## config.mk

```make
export PLATFORM = sky130hd
export DESIGN_NAME = muldiv_unit
export DESIGN_NICKNAME = d
export VERILOG_FILES = /design/src/rtl/muldiv_unit.sv
export SDC_FILE = /design/constraint.sdc
export NUM_CORES = 2
export LEC_CHECK = 0
export ABC_AREA = 1
export BUFFER_PORTS_ARGS = -buffer_cell sky130_fd_sc_hd__buf_2
export CAP_MARGIN = 20
export CORE_MARGIN = 2
export CORE_UTILIZATION = 53
export DETAILED_ROUTE_END_ITERATION = 7
export GPL_ROUTABILITY_DRIVEN = 1
export GPL_TIMING_DRIVEN = 0
export PLACE_DENSITY = 0.77
export SLEW_MARGIN = 20
export SYNTH_ARGS = -nofsm -noshare
export SYNTH_HDL_FRONTEND = slang
export SYNTH_SLANG_ARGS = --single-unit
export TNS_END_PERCENT = 30
```

## constraint.sdc

```tcl
create_clock -name clk -period 9.3 [get_ports clk]
set_clock_uncertainty 0.15 [all_clocks]
set_input_delay 2.79 -clock clk [delete_from_list [all_inputs] [get_ports clk]]
set_output_delay 2.79 -clock clk [all_outputs]
set_load 0.02 [all_outputs]
```

## src/rtl/muldiv_unit.sv

```systemverilog
`timescale 1ns/1ps
// muldiv_unit: execute-stage multi-cycle multiply/divide engine producing the
// 64-bit {HI, LO} result for MULT, MULTU, DIV and DIVU.
//
// Ports:
//   clk          system clock, rising edge
//   resetn       asynchronous active-low reset
//   alucontrolE  8-bit ALU op code of the E-stage instruction
//   validE       E-stage instruction is real (not a bubble)
//   flushE       kill the E-stage instruction; aborts any operation in flight
//   srcaE        rs operand (multiplicand / dividend)
//   srcbE        rt operand (multiplier / divisor)
//   stall_req    combinational; hold F/D/E while high
//   result_valid registered one-cycle pulse marking hilo_out as new
//   hilo_out     {HI, LO}: product, or {remainder, quotient}
//   state_dbg    current FSM state (IDLE=0, MUL=1, DIV_BUSY=2, DONE=3)
//
// Handshake: an op is accepted in the cycle where the unit is IDLE and a
// valid, unflushed mul/div op sits in E; stall_req stays high from that cycle
// until the result is ready. In the DONE cycle stall_req drops, result_valid
// pulses and the pipeline advances past the op, so the op still visible in E
// during DONE is never taken as a new start.
module muldiv_unit #(
  parameter int DIV_ITERS = 32
) (
  input  logic        clk,
  input  logic        resetn,
  input  logic [7:0]  alucontrolE,
  input  logic        validE,
  input  logic        flushE,
  input  logic [31:0] srcaE,
  input  logic [31:0] srcbE,
  output logic        stall_req,
  output logic        result_valid,
  output logic [63:0] hilo_out,
  output logic [1:0]  state_dbg
);

  localparam logic [7:0] EXE_MULT_OP  = 8'b00011000;
  localparam logic [7:0] EXE_MULTU_OP = 8'b00011001;
  localparam logic [7:0] EXE_DIV_OP   = 8'b00011010;
  localparam logic [7:0] EXE_DIVU_OP  = 8'b00011011;
  localparam int CW = $clog2(DIV_ITERS + 1);

  typedef enum logic [1:0] {
    IDLE     = 2'd0,
    MUL      = 2'd1,
    DIV_BUSY = 2'd2,
    DONE     = 2'd3
  } state_t;

  state_t state, state_n;

  // Operand / working registers. For a multiply quo_q and div_b hold the raw
  // operands; for a divide quo_q starts as |dividend| and shifts into the
  // quotient, rem_q is the partial remainder and div_b is |divisor|.
  logic [31:0]   quo_q, rem_q, div_b;
  logic [CW-1:0] counter;
  logic          mul_signed, q_neg, r_neg, div_zero;

  logic        is_mul, is_div, op_signed, start;
  logic        a_neg, b_neg;
  logic [31:0] abs_a, abs_b;
  logic [32:0] shifted, trial;
  logic [63:0] ext_a, ext_b, product;
  logic [31:0] q_fix, r_fix;
  logic [63:0] div_result;
  logic        div_finish;

  assign is_mul    = (alucontrolE == EXE_MULT_OP) || (alucontrolE == EXE_MULTU_OP);
  assign is_div    = (alucontrolE == EXE_DIV_OP)  || (alucontrolE == EXE_DIVU_OP);
  assign op_signed = (alucontrolE == EXE_MULT_OP) || (alucontrolE == EXE_DIV_OP);
  assign start     = (state == IDLE) && validE && !flushE && (is_mul || is_div);

  // Gated by resetn so the stall drops the instant reset asserts, even with a
  // mul/div op sitting in E.
  assign stall_req = resetn && (start || (state == MUL) || (state == DIV_BUSY));
  assign state_dbg = state;

  assign a_neg = op_signed && srcaE[31];
  assign b_neg = op_signed && srcbE[31];
  assign abs_a = a_neg ? (~srcaE + 32'd1) : srcaE;
  assign abs_b = b_neg ? (~srcbE + 32'd1) : srcbE;

  // One restoring-division step. shifted never exceeds 2*divisor-1, so bit 32
  // of the trial difference is exactly the borrow.
  assign shifted = {rem_q, quo_q[31]};
  assign trial   = shifted - {1'b0, div_b};

  // Sign- or zero-extend to 64 bits; the low 64 bits of the product are then
  // correct for both signed and unsigned operands.
  assign ext_a   = {{32{mul_signed & quo_q[31]}}, quo_q};
  assign ext_b   = {{32{mul_signed & div_b[31]}}, div_b};
  assign product = ext_a * ext_b;

  assign q_fix      = q_neg ? (~quo_q + 32'd1) : quo_q;
  assign r_fix      = r_neg ? (~rem_q + 32'd1) : rem_q;
  // Divide by zero keeps the raw dividend in quo_q and reports it as HI.
  assign div_result = div_zero ? {quo_q, 32'hFFFF_FFFF} : {r_fix, q_fix};

  // After the last iteration one extra DIV_BUSY cycle (counter == 0) applies
  // the sign correction, keeping the negation adders out of the iteration path.
  assign div_finish = (state == DIV_BUSY) && (counter == '0);

  always_comb begin
    state_n = state;
    case (state)
      IDLE:     if (start) state_n = is_mul ? MUL : DIV_BUSY;
      MUL:      state_n = DONE;
      DIV_BUSY: if (counter == '0) state_n = DONE;
      DONE:     state_n = IDLE;
      default:  state_n = IDLE;
    endcase
    if (flushE) state_n = IDLE;
  end

  always_ff @(posedge clk or negedge resetn) begin
    if (!resetn) state <= IDLE;
    else         state <= state_n;
  end

  always_ff @(posedge clk or negedge resetn) begin
    if (!resetn) begin
      quo_q        <= '0;
      rem_q        <= '0;
      div_b        <= '0;
      counter      <= '0;
      mul_signed   <= 1'b0;
      q_neg        <= 1'b0;
      r_neg        <= 1'b0;
      div_zero     <= 1'b0;
      hilo_out     <= '0;
      result_valid <= 1'b0;
    end else begin
      result_valid <= (state_n == DONE);
      if (start) begin
        mul_signed <= op_signed;
        q_neg      <= a_neg ^ b_neg;
        r_neg      <= a_neg;
        div_zero   <= is_div && (srcbE == 32'd0);
        rem_q      <= '0;
        if (is_mul) begin
          quo_q   <= srcaE;
          div_b   <= srcbE;
          counter <= '0;
        end else if (srcbE == 32'd0) begin
          quo_q   <= srcaE;
          div_b   <= '0;
          counter <= '0;
        end else begin
          quo_q   <= abs_a;
          div_b   <= abs_b;
          counter <= CW'(DIV_ITERS);
        end
      end else if ((state == DIV_BUSY) && (counter != '0)) begin
        rem_q   <= trial[32] ? shifted[31:0] : trial[31:0];
        quo_q   <= {quo_q[30:0], ~trial[32]};
        counter <= counter - CW'(1);
      end

      if (!flushE) begin
        if (state == MUL)  hilo_out <= product;
        else if (div_finish) hilo_out <= div_result;
      end
    end
  end

endmodule

```

==> summary.md <==
| Metric | Value |
|---|---|
| Root buffer cell | clkbuf_16 |
| Fill cells | 9741 |
| Synth Warn # | 0 |
| Worst-skew pair later-pin latency | 0.48 ns |
| CP Buf/Inv Count | 10 |
| Area Growth Syn to Fin | 5.85% |
| Reg2reg setup slack | -0.06 ns |
| # DRC | 5 |
| Hold path cells | 2 |
| H-Tree Depth | 4 |
| Count leader, synth | nand2_1 |
| Endpoint class of the critical path | flop |
| Post-route minimum period | 9.36 ns |
| Number of synthesized register bits | 173 |
| CP delay by family, top | adder cells |
| Die H | roughly 320 um |
| Synth top area share | between 40% and 50% |
| CTS tree | built |
| Avg Cell Area, Syn | 7.43 um2 |
| Drt via density | ~5.7 |
| Clock transition at the registers of the reported paths | around 0.080 ns |
| Arr. time, crit path | 9.54 ns |
| Worst relative slew slack | 16.1% |
| Sequential-to-total area share from yosys stat | under 10% |
| Failing checks | DRC, setup timing |
| R2R cell count | 27 |
| Grt ovf | 0 |
| Final Max Tran Viols | 0 |
| HP Start | hilo_out[16] |
| Min setup slack post-route | -0.0620 ns |
| First-pass GRT wire length | 326000 um |
| Final Hold Fails | 0 |
| # IOs | 144 |
| NumNets Final | 8833 |
| Crit. path cell count | 27 |
| Post-DRT Antenna Nets | 0 |
| Initial DRC count | 5679 |
| Detailed placement HPWL | 190000 um |
| Synth area leader | fa_1 |
| Final GP Congestion | 1.07 |
| Unrepaired setup endpoints after global routing | true |
| Setup CP Type | flop to flop |
| Hold EP | hilo_out[16] |
| Met2 wire len | 96300 um |
| Period utilization | 101% |
| Synthesized net count | 8668 |
| EDFF count, synth | 0 |
| Worst reg2reg path endpoint | hilo_out[39] |
| Synth top cells by count | nand2_1, inv_1, fa_1, nor2_1, nand3_1 |
| WL/cell | roughly 26 um |
| Max-Cap Viols | 0 |
| Main flop type after synthesis | dfrtp_1 |
| Synth top area cells | fa_1, nand2_1, inv_1, dfrtp_1, ha_1 |
| DP Area | 0.0560 mm2 |
| Cell area after layout | 0.0567 mm2 |
| Met3 Routed Length | 26300 um |
| Die Wd | around 320 um |
| Max Used Layer | met5 |
| Slowest cell on crit path | clkbuf_1 |
| Overall via count from detail_route | 49786 |
| Hold Crit Class | flop to flop |
| Final setup fails | 1 |
| Crit start category | flop |
| Routed wire length | 223000 um |
| Synthesized instance count | a little over 7000 |
| Core Box Area | 0.100 mm2 |
| Run status | finished, violations left |
| Clk sinks | 173 |
| Count of different cell masters after synthesis | 52 |
| Largest buffer count on any clock path | 2 |
| Fraction of layout cells with a size suffix above 1 | 4.30% |
| Reg2reg start | quo_q[30] |
| Die area | just over 0.1 mm2 |
| Max Fclk | 107 MHz |
| CTS Buf Count | 17 |
| Mapped cell area | 0.0536 mm2 |
| Critical Path RT | 9.48 ns |
| Critical-path maximum fanout | 10 |
| Async set-reset flop share out of synthesis | 100% |
| Largest net degree at the start of global routing | 91 |
| Worst slew pin tran | 1.26 ns |
| GRT Overall Usage | approximately 44% |
| Starting Density | around 54% |
| CP startpoint | quo_q[30] |
| # port buffers | 143 |
| Pre-antenna DRT Iters | 8 |
| Initial antenna violation count | 17 |
| Metal-1 WL | around 79000 um |
| FP Rows | 116 |
| Vias in the first global route | slightly above 50000 |
| Max incr delay on CP | 0.84 ns |
-- worst reg2reg max path: cells and delay by family, from the launching register on --
family / cells / cell delay, ns
buffers and inverters: 10 / 2.15
AOI/OAI and AO/OA: 3 / 1.00
DFF: 1 / 0.33
and+or+nand+nor: 5 / 0.76
adders and majority gates: 9 / 4.82
-- sequential cells by signal, indices dropped and copies added (netlist names) --
register,cells
q_neg,1
div_zero,1
quo_q,32
rem_q,32
state_dbg,2
result_valid,1
mul_signed,1
counter,6
hilo_out,64
div_b,32
r_neg,1
-- through the flow --
stage | instances | setup TNS (ns) | hold WS (ns) | setup slack [ns] | utilization [%]
after global routing | 8689 | -0.271 | 0.368 | -0.0908 | 56.6
after CTS | 8689 | 0 | 0.341 | 0.000819 | 56.5
after detailed placement | 8655 | -22.20 | 0.318 | -1.22 | 55.9
after global placement | 8654 | -20.58 | 0.314 | -1.08 | 55.8
final | 8695 | -0.0620 | 0.343 | -0.0620 | 56.6
after floorplan | 7213 | 0 | 0.317 | 1.54 | -
-- layer usage --
layer	global-route usage (%)	vias up
met5	0	-
met4	32.6	16
met3	12.0	836
met2	66.6	3136
met1	54.4	24536
li1	-	21262
-- final cells by class --
| cell class | instances | area, um2 | area share [%] |
|---|---|---|---|
| Timing Repair Buffer | 150 | 815 | 1.44 |
| Sequential cell | 173 | 4330 | 7.63 |
| Antenna cell | 6 | 15.0 | 0.0265 |
| Tap cell | 1298 | 1620 | 2.86 |
| Buffer | 330 | 1360 | 2.39 |
| Inverter | 1899 | 7140 | 12.6 |
| Multi-Input combinational cell | 4807 | 40800 | 72.0 |
| Clock inverter | 14 | 153 | 0.269 |
| Clock buffer | 18 | 439 | 0.774 |
-- logic make-up (layout without fill, tap and decap cells) --
| group | after synthesis | count (layout) | share of synthesized area [%] |
|---|---|---|---|
| and+or+nand+nor | 2813 | 2813 | 21.3 |
| DFF | 173 | 173 | 8.08 |
| adders and majority gates | 1379 | 1379 | 48.0 |
| buffers and inverters | 2233 | 2411 | 15.8 |
| xor gates and xnor gates | 71 | 71 | 1.16 |
| other | 0 | 6 | 0 |
| AOI/OAI and AO/OA | 544 | 544 | 5.69 |
-- how the worst max path moves through the flow --
stage	slack [ns]	endpoint
finish	-0.06	hilo_out[39]
CTS	0.0008	hilo_out[51]
global route	-0.09	hilo_out[37]
global placement	-1.08	hilo_out[63]
detailed placement	-1.22	hilo_out[50]
floorplan	1.54	hilo_out[63]
-- placed cells by master (no fill, tap or decap), drive strengths merged, types with 22 or more instances in the layout --
cell    Yosys  layout
ha        253     253
xor2       49      49
nand4      45      45
nand3     310     310
fa       1126    1126
a31oi      23      23
xnor2      22      22
dfrtp     173     173
nand2    1945    1945
clkbuf    229     242
nor2      434     434
nor3       40      40
o21ai     203     203
buf       105     255
inv      1897    1900
a21oi     212     212
o21bai     31      31
-- repair_timing --
| item | 4_1_cts | 5_1_grt |
|---|---|---|
| endpoints found under the hold margin | 0 | 0 |
| resized for setup | 9 | 28 |
| hold buffers | 0 | 0 |
| buffers inserted | 3 | 2 |
| endpoints found under the setup margin | 27 | 33 |
| pin swaps | 0 | 2 |
| cloned | 0 | 0 |
Power is not shown: default switching activity piles up to over one toggle a cycle in this logic, so the estimate is an artifact.
